$ cat config.mk
export PLATFORM = sky130hd
export DESIGN_NAME = serial_adder_flat
export DESIGN_NICKNAME = d
export VERILOG_FILES = /design/src/rtl/serial_adder_pkg.sv /design/src/rtl/serial_adder_if.sv /design/src/rtl/serial_adder_fa_cell.sv /design/src/rtl/serial_adder.sv /design/src/flat_wrapper.sv
export SDC_FILE = /design/constraint.sdc
export NUM_CORES = 1
export LEC_CHECK = 0
export ABC_AREA = 1
export BUFFER_PORTS_ARGS = -buffer_cell sky130_fd_sc_hd__buf_2
export CORE_MARGIN = 10
export CORE_UTILIZATION = 40
export DETAILED_ROUTE_END_ITERATION = 12
export SLEW_MARGIN = 25
export SYNTH_ARGS = -nofsm -noshare
export SYNTH_HDL_FRONTEND = slang
export SYNTH_SLANG_ARGS = --single-unit
$ cat constraint.sdc
create_clock -name clk -period 1.8 [get_ports clk]
set_clock_uncertainty 0.15 [all_clocks]
set_input_delay 0.09 -clock clk [delete_from_list [all_inputs] [get_ports clk]]
set_output_delay 0.09 -clock clk [all_outputs]
set_load 0.005 [all_outputs]
$ cat src/rtl/serial_adder_pkg.sv
// Shared types and defaults for the bit-serial adder.
package serial_adder_pkg;

  typedef enum logic [1:0] {
    IDLE = 2'd0,
    RUN  = 2'd1,
    DONE = 2'd2
  } state_t;

  localparam int DEFAULT_WIDTH = 8;

endpackage

$ cat src/rtl/serial_adder_if.sv
// Start/busy/done request bundle between a requester (master) and the serial adder (slave).
// SERIAL_ADDER_SUB_EN adds the sub request bit.
interface serial_adder_if #(
  parameter int WIDTH = 8
) ();
  logic             start;
  logic [WIDTH-1:0] a;
  logic [WIDTH-1:0] b;
  logic             cin;
`ifdef SERIAL_ADDER_SUB_EN
  logic             sub;
`endif
  logic             busy;
  logic             done;
  logic [WIDTH-1:0] sum;
  logic             cout;

`ifdef SERIAL_ADDER_SUB_EN
  modport master (output start, a, b, cin, sub, input busy, done, sum, cout);
  modport slave  (input start, a, b, cin, sub, output busy, done, sum, cout);
`else
  modport master (output start, a, b, cin, input busy, done, sum, cout);
  modport slave  (input start, a, b, cin, output busy, done, sum, cout);
`endif
endinterface

$ cat src/rtl/serial_adder_fa_cell.sv
// Combinational 1-bit full adder; zero latency, no flow control.
module fa_cell (
  input  logic a,
  input  logic b,
  input  logic ci,
  output logic s,
  output logic co
);
  assign s  = a ^ b ^ ci;
  assign co = (a & b) | (ci & (a ^ b));
endmodule

$ cat src/rtl/serial_adder.sv
// Bit-serial adder, LSB first through one fa_cell; done pulses WIDTH+1 edges after start.
// start is accepted only in IDLE and never queued; SERIAL_ADDER_SUB_EN adds a-b via sub.
module serial_adder
  import serial_adder_pkg::*;
#(
  parameter int WIDTH = DEFAULT_WIDTH
) (
  input  logic          clk,
  input  logic          rst_n,
  serial_adder_if.slave bus
);

  localparam int CNT_W = (WIDTH > 1) ? $clog2(WIDTH) : 1;
  localparam logic [CNT_W-1:0] CNT_LAST = CNT_W'(WIDTH - 1);

  state_t           state_q, state_d;
  logic [WIDTH-1:0] sa_q, sa_d;
  logic [WIDTH-1:0] sb_q, sb_d;
  logic [WIDTH-1:0] pr_q, pr_d;
  logic [WIDTH-1:0] sum_q, sum_d;
  logic             carry_q, carry_d;
  logic             cout_q, cout_d;
  logic [CNT_W-1:0] cnt_q, cnt_d;

  logic             sub_in;
  logic             fa_s, fa_c;
  logic             busy, done;
  logic             last_bit;

`ifdef SERIAL_ADDER_SUB_EN
  assign sub_in = bus.sub;
`else
  assign sub_in = 1'b0;
`endif

  fa_cell u_fa (
    .a  (sa_q[0]),
    .b  (sb_q[0]),
    .ci (carry_q),
    .s  (fa_s),
    .co (fa_c)
  );

  assign last_bit = (cnt_q == CNT_LAST);

  always_ff @(posedge clk) begin
    if (!rst_n) begin
      state_q <= IDLE;
      sa_q    <= '0;
      sb_q    <= '0;
      pr_q    <= '0;
      sum_q   <= '0;
      carry_q <= 1'b0;
      cout_q  <= 1'b0;
      cnt_q   <= '0;
    end else begin
      state_q <= state_d;
      sa_q    <= sa_d;
      sb_q    <= sb_d;
      pr_q    <= pr_d;
      sum_q   <= sum_d;
      carry_q <= carry_d;
      cout_q  <= cout_d;
      cnt_q   <= cnt_d;
    end
  end

  always_comb begin
    state_d = state_q;
    case (state_q)
      IDLE:    if (bus.start) state_d = RUN;
      RUN:     if (last_bit)  state_d = DONE;
      DONE:    state_d = IDLE;
      default: state_d = IDLE;
    endcase
  end

  // Datapath: subtraction is a + ~b + 1, so sub forces the carry-in high.
  always_comb begin
    sa_d    = sa_q;
    sb_d    = sb_q;
    pr_d    = pr_q;
    sum_d   = sum_q;
    carry_d = carry_q;
    cout_d  = cout_q;
    cnt_d   = cnt_q;
    if (state_q == IDLE && bus.start) begin
      sa_d    = bus.a;
      sb_d    = sub_in ? ~bus.b : bus.b;
      carry_d = sub_in | bus.cin;
      cnt_d   = '0;
    end else if (state_q == RUN) begin
      sa_d    = sa_q >> 1;
      sb_d    = sb_q >> 1;
      pr_d    = {fa_s, {(WIDTH-1){1'b0}}} | (pr_q >> 1);
      carry_d = fa_c;
      if (last_bit) begin
        sum_d  = pr_d;
        cout_d = fa_c;
      end else begin
        cnt_d  = cnt_q + CNT_W'(1);
      end
    end
  end

  always_comb begin
    busy = (state_q != IDLE);
    done = (state_q == DONE);
  end

  assign bus.busy = busy;
  assign bus.done = done;
  assign bus.sum  = sum_q;
  assign bus.cout = cout_q;

endmodule

$ cat src/flat_wrapper.sv
// flat-port wrapper written by rule: the top's interface ports become plain ports
module serial_adder_flat import serial_adder_pkg::*;
#(
  parameter int WIDTH = DEFAULT_WIDTH
)
  (clk, rst_n, bus_start, bus_a, bus_b, bus_cin, bus_busy, bus_done, bus_sum, bus_cout);
  serial_adder_if #(.WIDTH(WIDTH)) bus_i ();
  input  logic clk;
  input  logic rst_n;
  input wire logic [$bits(bus_i.start)-1:0] bus_start;
  input wire logic [$bits(bus_i.a)-1:0] bus_a;
  input wire logic [$bits(bus_i.b)-1:0] bus_b;
  input wire logic [$bits(bus_i.cin)-1:0] bus_cin;
  output wire logic [$bits(bus_i.busy)-1:0] bus_busy;
  output wire logic [$bits(bus_i.done)-1:0] bus_done;
  output wire logic [$bits(bus_i.sum)-1:0] bus_sum;
  output wire logic [$bits(bus_i.cout)-1:0] bus_cout;
  assign bus_i.start = bus_start;
  assign bus_i.a = bus_a;
  assign bus_i.b = bus_b;
  assign bus_i.cin = bus_cin;
  assign bus_busy = bus_i.busy;
  assign bus_done = bus_i.done;
  assign bus_sum = bus_i.sum;
  assign bus_cout = bus_i.cout;
  serial_adder #(.WIDTH(WIDTH)) u_core (.clk(clk), .rst_n(rst_n), .bus(bus_i));
endmodule
# Word-level counts from Yosys, hierarchy flattened
# Cells that the tools add are included.
[word_totals] register_bits=39 in_bits=20 out_inout_bits=11 word_cells=41
[op_classes] n_addsub=1 eq_ne=5 n_mux=9 bitwise=9 n_reduce_logical=9
[op_table] op="$mux W8" count=4
[op_table] op="$or A8 B7 Y8" count=1
[op_table] op="$reduce_and A2 Y1" count=3
[op_table] op="$mux W2" count=2
[op_table] op="$pmux W2 S2" count=1
[op_table] op="$reduce_bool A2 Y1" count=2
[op_table] op="$add A3 B1 Y3 const B" count=1
[op_table] op="$eq A3 B3 Y1 const B" count=1
[op_table] op="$not A1 Y1" count=3
[op_table] op="$reduce_and A3 Y1" count=1
[op_table] op="$and A1 B1 Y1" count=2
[op_table] op="$eq A2 B1 Y1 const B" count=1
[op_table] op="$eq A2 B2 Y1 const B" count=1
[op_table] op="$logic_not A2 Y1" count=1
[op_table] op="$mux W1" count=2
[op_table] op="$ne A2 B1 Y1 const B" count=1
[op_table] op="$ne A2 B2 Y1 const B" count=1
[op_table] op="$reduce_or A2 Y1" count=1
[op_table] op="$xor A1 B1 Y1" count=2
[op_table] op="$logic_and A1 B1 Y1" count=1
[op_table] op="$or A1 B1 Y1" count=1

# Depth between registers and ports, before layout
# Gate-level depths: netlist (run 1).
[depth] ltp_word=5 ltp_mapped=8 mapped_depth_nobuf=8

# By module
# From an unflattened synthesis (run 1), not the netlist that was laid out.
[hier_totals] hier_cells=239 area_unflattened_um2=1715.4
[by_module_without_submodules] mod="serial_adder" n_inst=1 cells_each=238 area_each_um2=1695.4 seq_area_each_um2=760.7
[by_module_without_submodules] mod="fa_cell" n_inst=1 cells_each=1 area_each_um2=20.0 seq_area_each_um2=0.0

# Worst setup path after synthesis (run 1)
# Ideal clock, no wire load.
[synth_path] path_type="flip-flop to flip-flop" startpoint="register u_core.cnt_q[0]" endpoint="register u_core.sum_q[6], in the netlist u_core.bus.sum[6]" setup_time_ns=0.121 arrival_time_ns=1.120 required_ns=1.529 path_slack_ns=0.409 path_stages_with_launch=8 n_path_buf=0 period_less_slack_ns=1.391 path_cell_list="dfxtp_1 -> ha_1 -> ha_1 -> inv_1 -> nor2_4 -> clkinv_1 -> nand3_1 -> o21ai_0"
[synth_between] elab_chain_len=2
[synth_lines] item="from (decl)" line_no="serial_adder.sv:23" rtl="logic [CNT_W-1:0] cnt_q, cnt_d;"
[synth_lines] item="from (signal assigned)" line_no="serial_adder.sv:64" rtl="cnt_q <= cnt_d;"
[synth_lines] item="$eq A3 B3 Y1" line_no="serial_adder.sv:44" rtl="assign last_bit = (cnt_q == CNT_LAST);"
[synth_lines] item="$reduce_and A3 Y1 (no source line)"
[synth_lines] item="to (signal assigned)" line_no="serial_adder.sv:61" rtl="sum_q <= sum_d;"
[synth_lines] item="to (decl)" line_no="serial_adder.sv:20" rtl="logic [WIDTH-1:0] sum_q, sum_d;"
# Every way passes these cells.
# A chain may end at the register's enable or synchronous reset.

# Worst setup path after layout (run 1)
[layout_path] startpoint="register u_core.state_q[0]" endpoint="output port bus_busy"
[layout_between] elab_chain_len=1
[layout_lines] item="from (decl)" line_no="serial_adder.sv:16" rtl="state_t state_q, state_d;"
[layout_lines] item="from (signal assigned)" line_no="serial_adder.sv:57" rtl="state_q <= state_d;"
[layout_lines] item="$reduce_bool A2 Y1" line_no="serial_adder.sv:107" rtl="busy = (state_q != IDLE);"
[layout_lines] item="to (decl)" line_no="flat_wrapper.sv:14" rtl="output wire logic [$bits(bus_i.busy)-1:0] bus_busy;"
# Every way passes these cells.

==> metrics.md, run 1 <==
| Metric | Value |
|---|---|
| Number of port buffers | 30 |
| Vias in the first global route | 1,522 |
| Critical-path top delay cell | dfxtp_1 |
| Slew @ Worst Pin | 0.555 ns |
| Rows | 23 |
| CTS-repair resized insts | 0 |
| VDD IR max | 0.389 mV |
| Yosys warning count | 0 |
| Ant diodes | 0 |
| DRC Markers | 0 |
| Worst-path maximum fanout | 13 |
| Global-route wire length before repair | between 6 and 7 mm |
| Footprint of the multi-input gates | 777 µm² |
| CTS tree | yes |
| Outcome | complete, no violations |
| CP arrival | approximately 1.4 ns |
| RePlAce Congestion | 0.771 |
| Crit-path cells | nor2_8, buf_4, inv_1, buf_2 |
| I/O pin count | 31 |
| H-tree Lvls | 2 |
| Final core occ | 0.521 |
| Die width | approximately 85 µm |
| Post-synthesis cell type count | 21 |
| Total number of vias | 1,547 |
| Type of the most critical hold path | in2reg |
| Clock Tree Buf Depth | 2 |
| Overflow after GRT | 0 |
| Post-DR vias/cell | 4.62 |
| CTS root buf | clkbuf_8 |
| Reg clk slew, reported paths | 0.08 ns |
| Seq/Total Area, Yosys | 0.447 |
| Post-synthesis async set-or-reset flop share | 0 |
| Lkg Pwr | 1.06 nW |
| Initial DRC count | 104 |
| Maximum clock rate | 629 MHz |
| Syn_nets | between 200 and 300 |
| Starting Density | 0.420 |
| Worst Slack Setup Final | ~0.21 ns |
| RSZ-0062 raised after global routing | no |
| Filler instances | about 420 |
| Post-DRT Antenna Nets | 0 |
| Seq cells post-synth | 38 |
| Worst slew margin | 0.628 |
| FF/Latch Area | 761 µm² |
| P per Cell Area | ~840 nW/µm² |
| CP endpoint kind | primary output |
| Slew Limit Fails | 0 |
| Largest net degree at the start of global routing | 19 |
| HPWL Detailed | 2.61 mm |
| First-pass DRT Iterations | 4 |
| CP max stage delay | 0.62 ns |
| # setup viols final | 0 |
| Tot GR Track Use | 0.113 |
| Total die area | 7270 µm² |
| Setup TNS Final | 0 ns |
| Share of post-route cells with drive strength above 1 | 0.179 |
| Clock buffer count from CTS | 5 |
| Setup crit start kind | flip-flop |
| Die Height | 85.2 µm |
| Post-Syn Instances | 240 |
| Post-Route WL | 3.93 mm |
| Syn Std Cell Area | 1700 µm² |
| EDFF count, synth | 0 |
| Clock latency on the worst-skew pair | 0.29 ns |
| Tcrit/Tclk final | 0.883 |
| Req. time, crit path | around 1.6 ns |
| Avg Cell Area, Syn | between 7 and 8 µm² |
| Min Tclk post-route | 1.59 ns |
| Initial antenna violation count | 0 |
| Clk sinks | 38 |
| Total core area | between 4000 and 5000 µm² |
| Max cap viols | 0 |
| Fin. Hold Viols | 0 |
| Pre-CTS setup slack | 0.221 ns |
| Ys flop type | dfxtp_1 |
| WL/cell | 11.7 µm |
| Area grow syn2layout | 24.2% |
| Final #Nets | 307 |
| CP Class | reg2out |
-- cell usage in the layout (no fill, tap or decap), types with 2 or more instances in the layout --
master and n:
dfxtp_1 38, nand3_1 34, clkinv_1 2, dlygate4sd3_1 13, ha_1 2, clkbuf_8 6
inv_2 2, o21ai_0 9, inv_1 21, buf_2 30, nand2_1 72, buf_4 6
a21oi_1 19, nor2_1 23
-- where the power goes --
| part | leakage (nW) | switching [W] | total (W) | internal [W] |
|---|---|---|---|---|
| combinational | 0.705 | 0.000132 | 0.000238 | 0.000106 |
| sequential | 0.311 | 0.0000328 | 0.000919 | 0.000887 |
| clock | 0.0472 | 0.000314 | 0.000622 | 0.000308 |
-- worst max-delay path, delay by kind of cell (launching register included) --
kind,cells,cell delay [ns]
flops,1,0.62
simple gates,1,0.09
buf+inv,3,0.36
-- sequential cells by signal, indices dropped and copies added (netlist names) --
register / count
u_core.bus.cout: 1
u_core.bus.sum: 8
u_core.carry_q: 1
u_core.cnt_q: 3
u_core.pr_q: 7
u_core.sa_q: 8
u_core.sb_q: 8
u_core.state_q: 2
-- final timing paths --
kind,cells past startpoint,endpoint,slack [ns],start
max,4,bus_busy,0.21,u_core.state_q[0]
max reg2reg,6,u_core.bus.sum[6],0.23,u_core.state_q[1]
min reg2reg,2,u_core.cnt_q[1],0.32,u_core.cnt_q[1]
min,5,u_core.sb_q[5],0.005,bus_b[5]
-- Yosys cell counts (2+ instances only) --
cell type  instances  area share
buf_2              6       0.018
nand3_1           34        0.10
nor2_1            23       0.051
clkinv_1           2      0.0044
clkbuf_1           2      0.0044
dfxtp_1           38        0.45
a21oi_1           19       0.056
nand2_1           72        0.16
o21ai_0            9       0.026
inv_1             21       0.046
ha_1               2       0.015
buf_6              2       0.013
inv_2              2      0.0044
-- repair_timing --
item,in CTS,in global routing
buffers inserted,0,0
hold buffers,13,0
endpoints found under the hold margin,13,0
-- per-stage QoR --
stage / std cells / power (W) / hold slack (ns) / cell area, µm²
global route: 335 / 0.00188 / 0.0537 / 2110
detailed placement: 314 / 0.00115 / 0.202 / 1890
CTS: 335 / 0.00180 / 0.00479 / 2110
floorplan: 240 / 0.00109 / 0.0827 / 1700
global placement: 314 / 0.00115 / 0.199 / 1890
finish: 335 / 0.00178 / 0.00492 / 2110
-- cells by family after synthesis --
| logic type | synth area share |
|---|---|
| simple gates | 0.338 |
| flops | 0.447 |
| buf+inv | 0.0970 |
| fa+ha+maj | 0.0264 |
| compound gates | 0.0918 |
-- routing by layer --
layer	up-vias	wire length, µm	global-route usage
li1	837	-	-
met1	662	1950	0.137
met2	41	1670	0.178
met3	7	244	0.0411
met4	0	61	0.0449
met5	-	0	0
-- area by class of cell --
class                   instances  area share
well taps                      50      0.0296
repair buffers                 49       0.154
multi-input cells             165       0.367
clock buffers                   6      0.0391
clock inverters                 2     0.00592
inverters                      25      0.0444
flip-flops and latches         38       0.360
Note: power is estimated with default switching activity, not from simulation.
==> inputs of run 2 (changes only) <==
--- a/config.mk
+++ b/config.mk
@@ -10,6 +10,7 @@
 export CORE_MARGIN = 10
 export CORE_UTILIZATION = 40
 export DETAILED_ROUTE_END_ITERATION = 12
+export RECOVER_POWER = 50
 export SLEW_MARGIN = 25
 export SYNTH_ARGS = -nofsm -noshare
 export SYNTH_HDL_FRONTEND = slang
==> run 2 against run 1 <==
  * Critical path type unchanged
  * Routed wire length up 0.36%
  * Register-to-register slack about the same
  * Combinational power about the same
  * Final cell count unchanged
  * Design area down 0.36%
==> metrics.md, run 2 (synthesis gave the netlist of run 1 again) <==
| Metric | Value |
|---|---|
| Outcome | complete, no violations |
| CP Class | reg2out |
| Final core occ | 0.519 |
| Req. time, crit path | 1.56 ns |
| Post-Route WL | roughly 3.9 mm |
| Crit. path cell count | 4 |
| Reg2Reg Launch Point | u_core.state_q[1] |
| CTS root buf | clkbuf_8 |
| H-tree Lvls | 2 |
| Crit-path cells | nor2_8, buf_4, inv_1, buf_2 |
| Lkg Pwr | 1.04 nW |
| Critical-path top delay cell | dfxtp_1 |
| VDD IR max | ~0.39 mV |
| Slew @ Worst Pin | 0.552 ns |
| Reg clk slew, reported paths | 0.08 ns |
| Clock latency on the worst-skew pair | 0.29 ns |
| Setup crit start kind | flip-flop |
| Worst-path maximum fanout | 13 |
| I/O pin count | 31 |
| RSZ-0062 raised after global routing | no |
| # setup viols final | 0 |
| HPWL Detailed | ~2.6 mm |
| Clock Tree Buf Depth | 2 |
| Min Tclk post-route | 1.59 ns |
| Rows | 23 |
| Starting Density | 0.420 |
| CP arrival | 1.35 ns |
| Tcrit/Tclk final | 0.884 |
| Postcts setup bufs | 0 |
| WL/cell | 11.8 µm |
| Maximum clock rate | between 600 and 700 MHz |
| Die Height | 85.2 µm |
| Overflow after GRT | 0 |
| Post-DR vias/cell | 4.62 |
| CP max stage delay | 0.62 ns |
| CP endpoint kind | primary output |
| Die width | 85.2 µm |
| Initial antenna violation count | 0 |
| Initial DRC count | 96 |
| CTS-repair resized insts | 0 |
| Clk sinks | 38 |
| Total number of vias | 1,547 |
| Largest net degree at the start of global routing | 19 |
| Worst slew margin | 0.630 |
| Vias in the first global route | 1,522 |
| Critical Path Start | u_core.state_q[0] |
| P per Cell Area | ~840 nW/µm² |
| Final #Nets | 307 |
| Number of port buffers | 30 |
| Tot GR Track Use | 0.113 |
| Critical path's top delay family | flip-flops |
| Total die area | ~7300 µm² |
| Slew Limit Fails | 0 |
| Commonest non-fill, non-tap cell in the layout | nand2_1 |
| CP endpoint | bus_busy |
| Reg2reg path depth | 6 |
| Fin. Hold Viols | 0 |
| Setup TNS Final | 0 ns |
| Clock buffer count from CTS | 5 |
| Most frequent cells in the layout | 72 x nand2_1, 38 x dfxtp_1, 34 x nand3_1 |
| Area grow syn2layout | 23.7% |
| Post-DRT Antenna Nets | 0 |
| Ant diodes | 0 |
| First-pass DRT Iterations | 4 |
| Share of post-route cells with drive strength above 1 | 0.158 |
| Worst hold path depth | 5 |
| Type of the most critical hold path | in2reg |
| RR Endpoint | u_core.bus.sum[6] |
| RePlAce Congestion | between 0.7 and 0.8 |
| CTS tree | yes |
| Max cap viols | 0 |
| DRC Markers | 0 |
| Global-route wire length before repair | 6.89 mm |
| Total core area | 4060 µm² |
| R2R Setup Slk | ~0.23 ns |
| Critical path buffers and inverters | 3 |
## run 2: what timing repair did
item | CTS | global route
endpoints found under the hold margin | 13 | 0
hold buffers | 13 | 0
endpoints found under the setup margin | 0 | 0
## run 2: worst min path at each step
stage,from,endpoint,slack [ns]
final,bus_b[5],u_core.sb_q[5],0.005
after global routing,bus_b[3],u_core.sb_q[3],0.05
after CTS,bus_b[5],u_core.sb_q[5],0.005
after detailed placement,bus_b[7],u_core.sb_q[7],0.20
after global placement,bus_b[7],u_core.sb_q[7],0.20
after floorplan,bus_a[7],u_core.sa_q[7],0.08
## run 2: layer usage
metal | share of wire | vias to the layer above | track usage
li1 | - | 835 | -
met1 | 0.50 | 666 | 0.137
met2 | 0.42 | 39 | 0.178
met3 | 0.063 | 7 | 0.0411
met4 | 0.015 | 0 | 0.0449
met5 | 0 | - | 0
## run 2: worst register-to-register path, delay by kind of cell (launching register included)
family / cells / cell delay, ns
AO/OA/AOI/OAI: 1 / 0.08
buffers and inverters: 2 / 0.47
AND/OR/NAND/NOR: 3 / 0.38
flip-flops: 1 / 0.38
## run 2: report_power, final
group / switching (W) / leakage [nW] / internal [W] / total, W
Sequential: 0.0000327 / 0.311 / 0.000887 / 0.000919
Combinational: 0.000132 / 0.679 / 0.000106 / 0.000238
Clock: 0.000314 / 0.0472 / 0.000308 / 0.000622
Total: 0.000479 / 1.04 / 0.00130 / 0.00178
## run 2: area by class of cell
type	count	area, µm²
timing repair buffer	49	318
sequential	38	761
clock buffer	6	82.6
clock inverter	2	12.5
inverter	25	93.8
fill	425	1950
multi-input combinational	165	777
tap	50	62.6
## run 2: per-stage QoR
step           total power [W]  area [µm²]  setup slack (ns)  hold WS [ns]  std cells
2_1_floorplan          0.00109        1700             0.409        0.0827        240
6_report               0.00178        2110             0.209       0.00476        335
3_3_place_gp           0.00115        1890             0.252         0.199        314
5_1_grt                0.00188        2110            0.0494        0.0537        335
3_5_place_dp           0.00115        1890             0.221         0.202        314
4_1_cts                0.00180        2110             0.189       0.00479        335
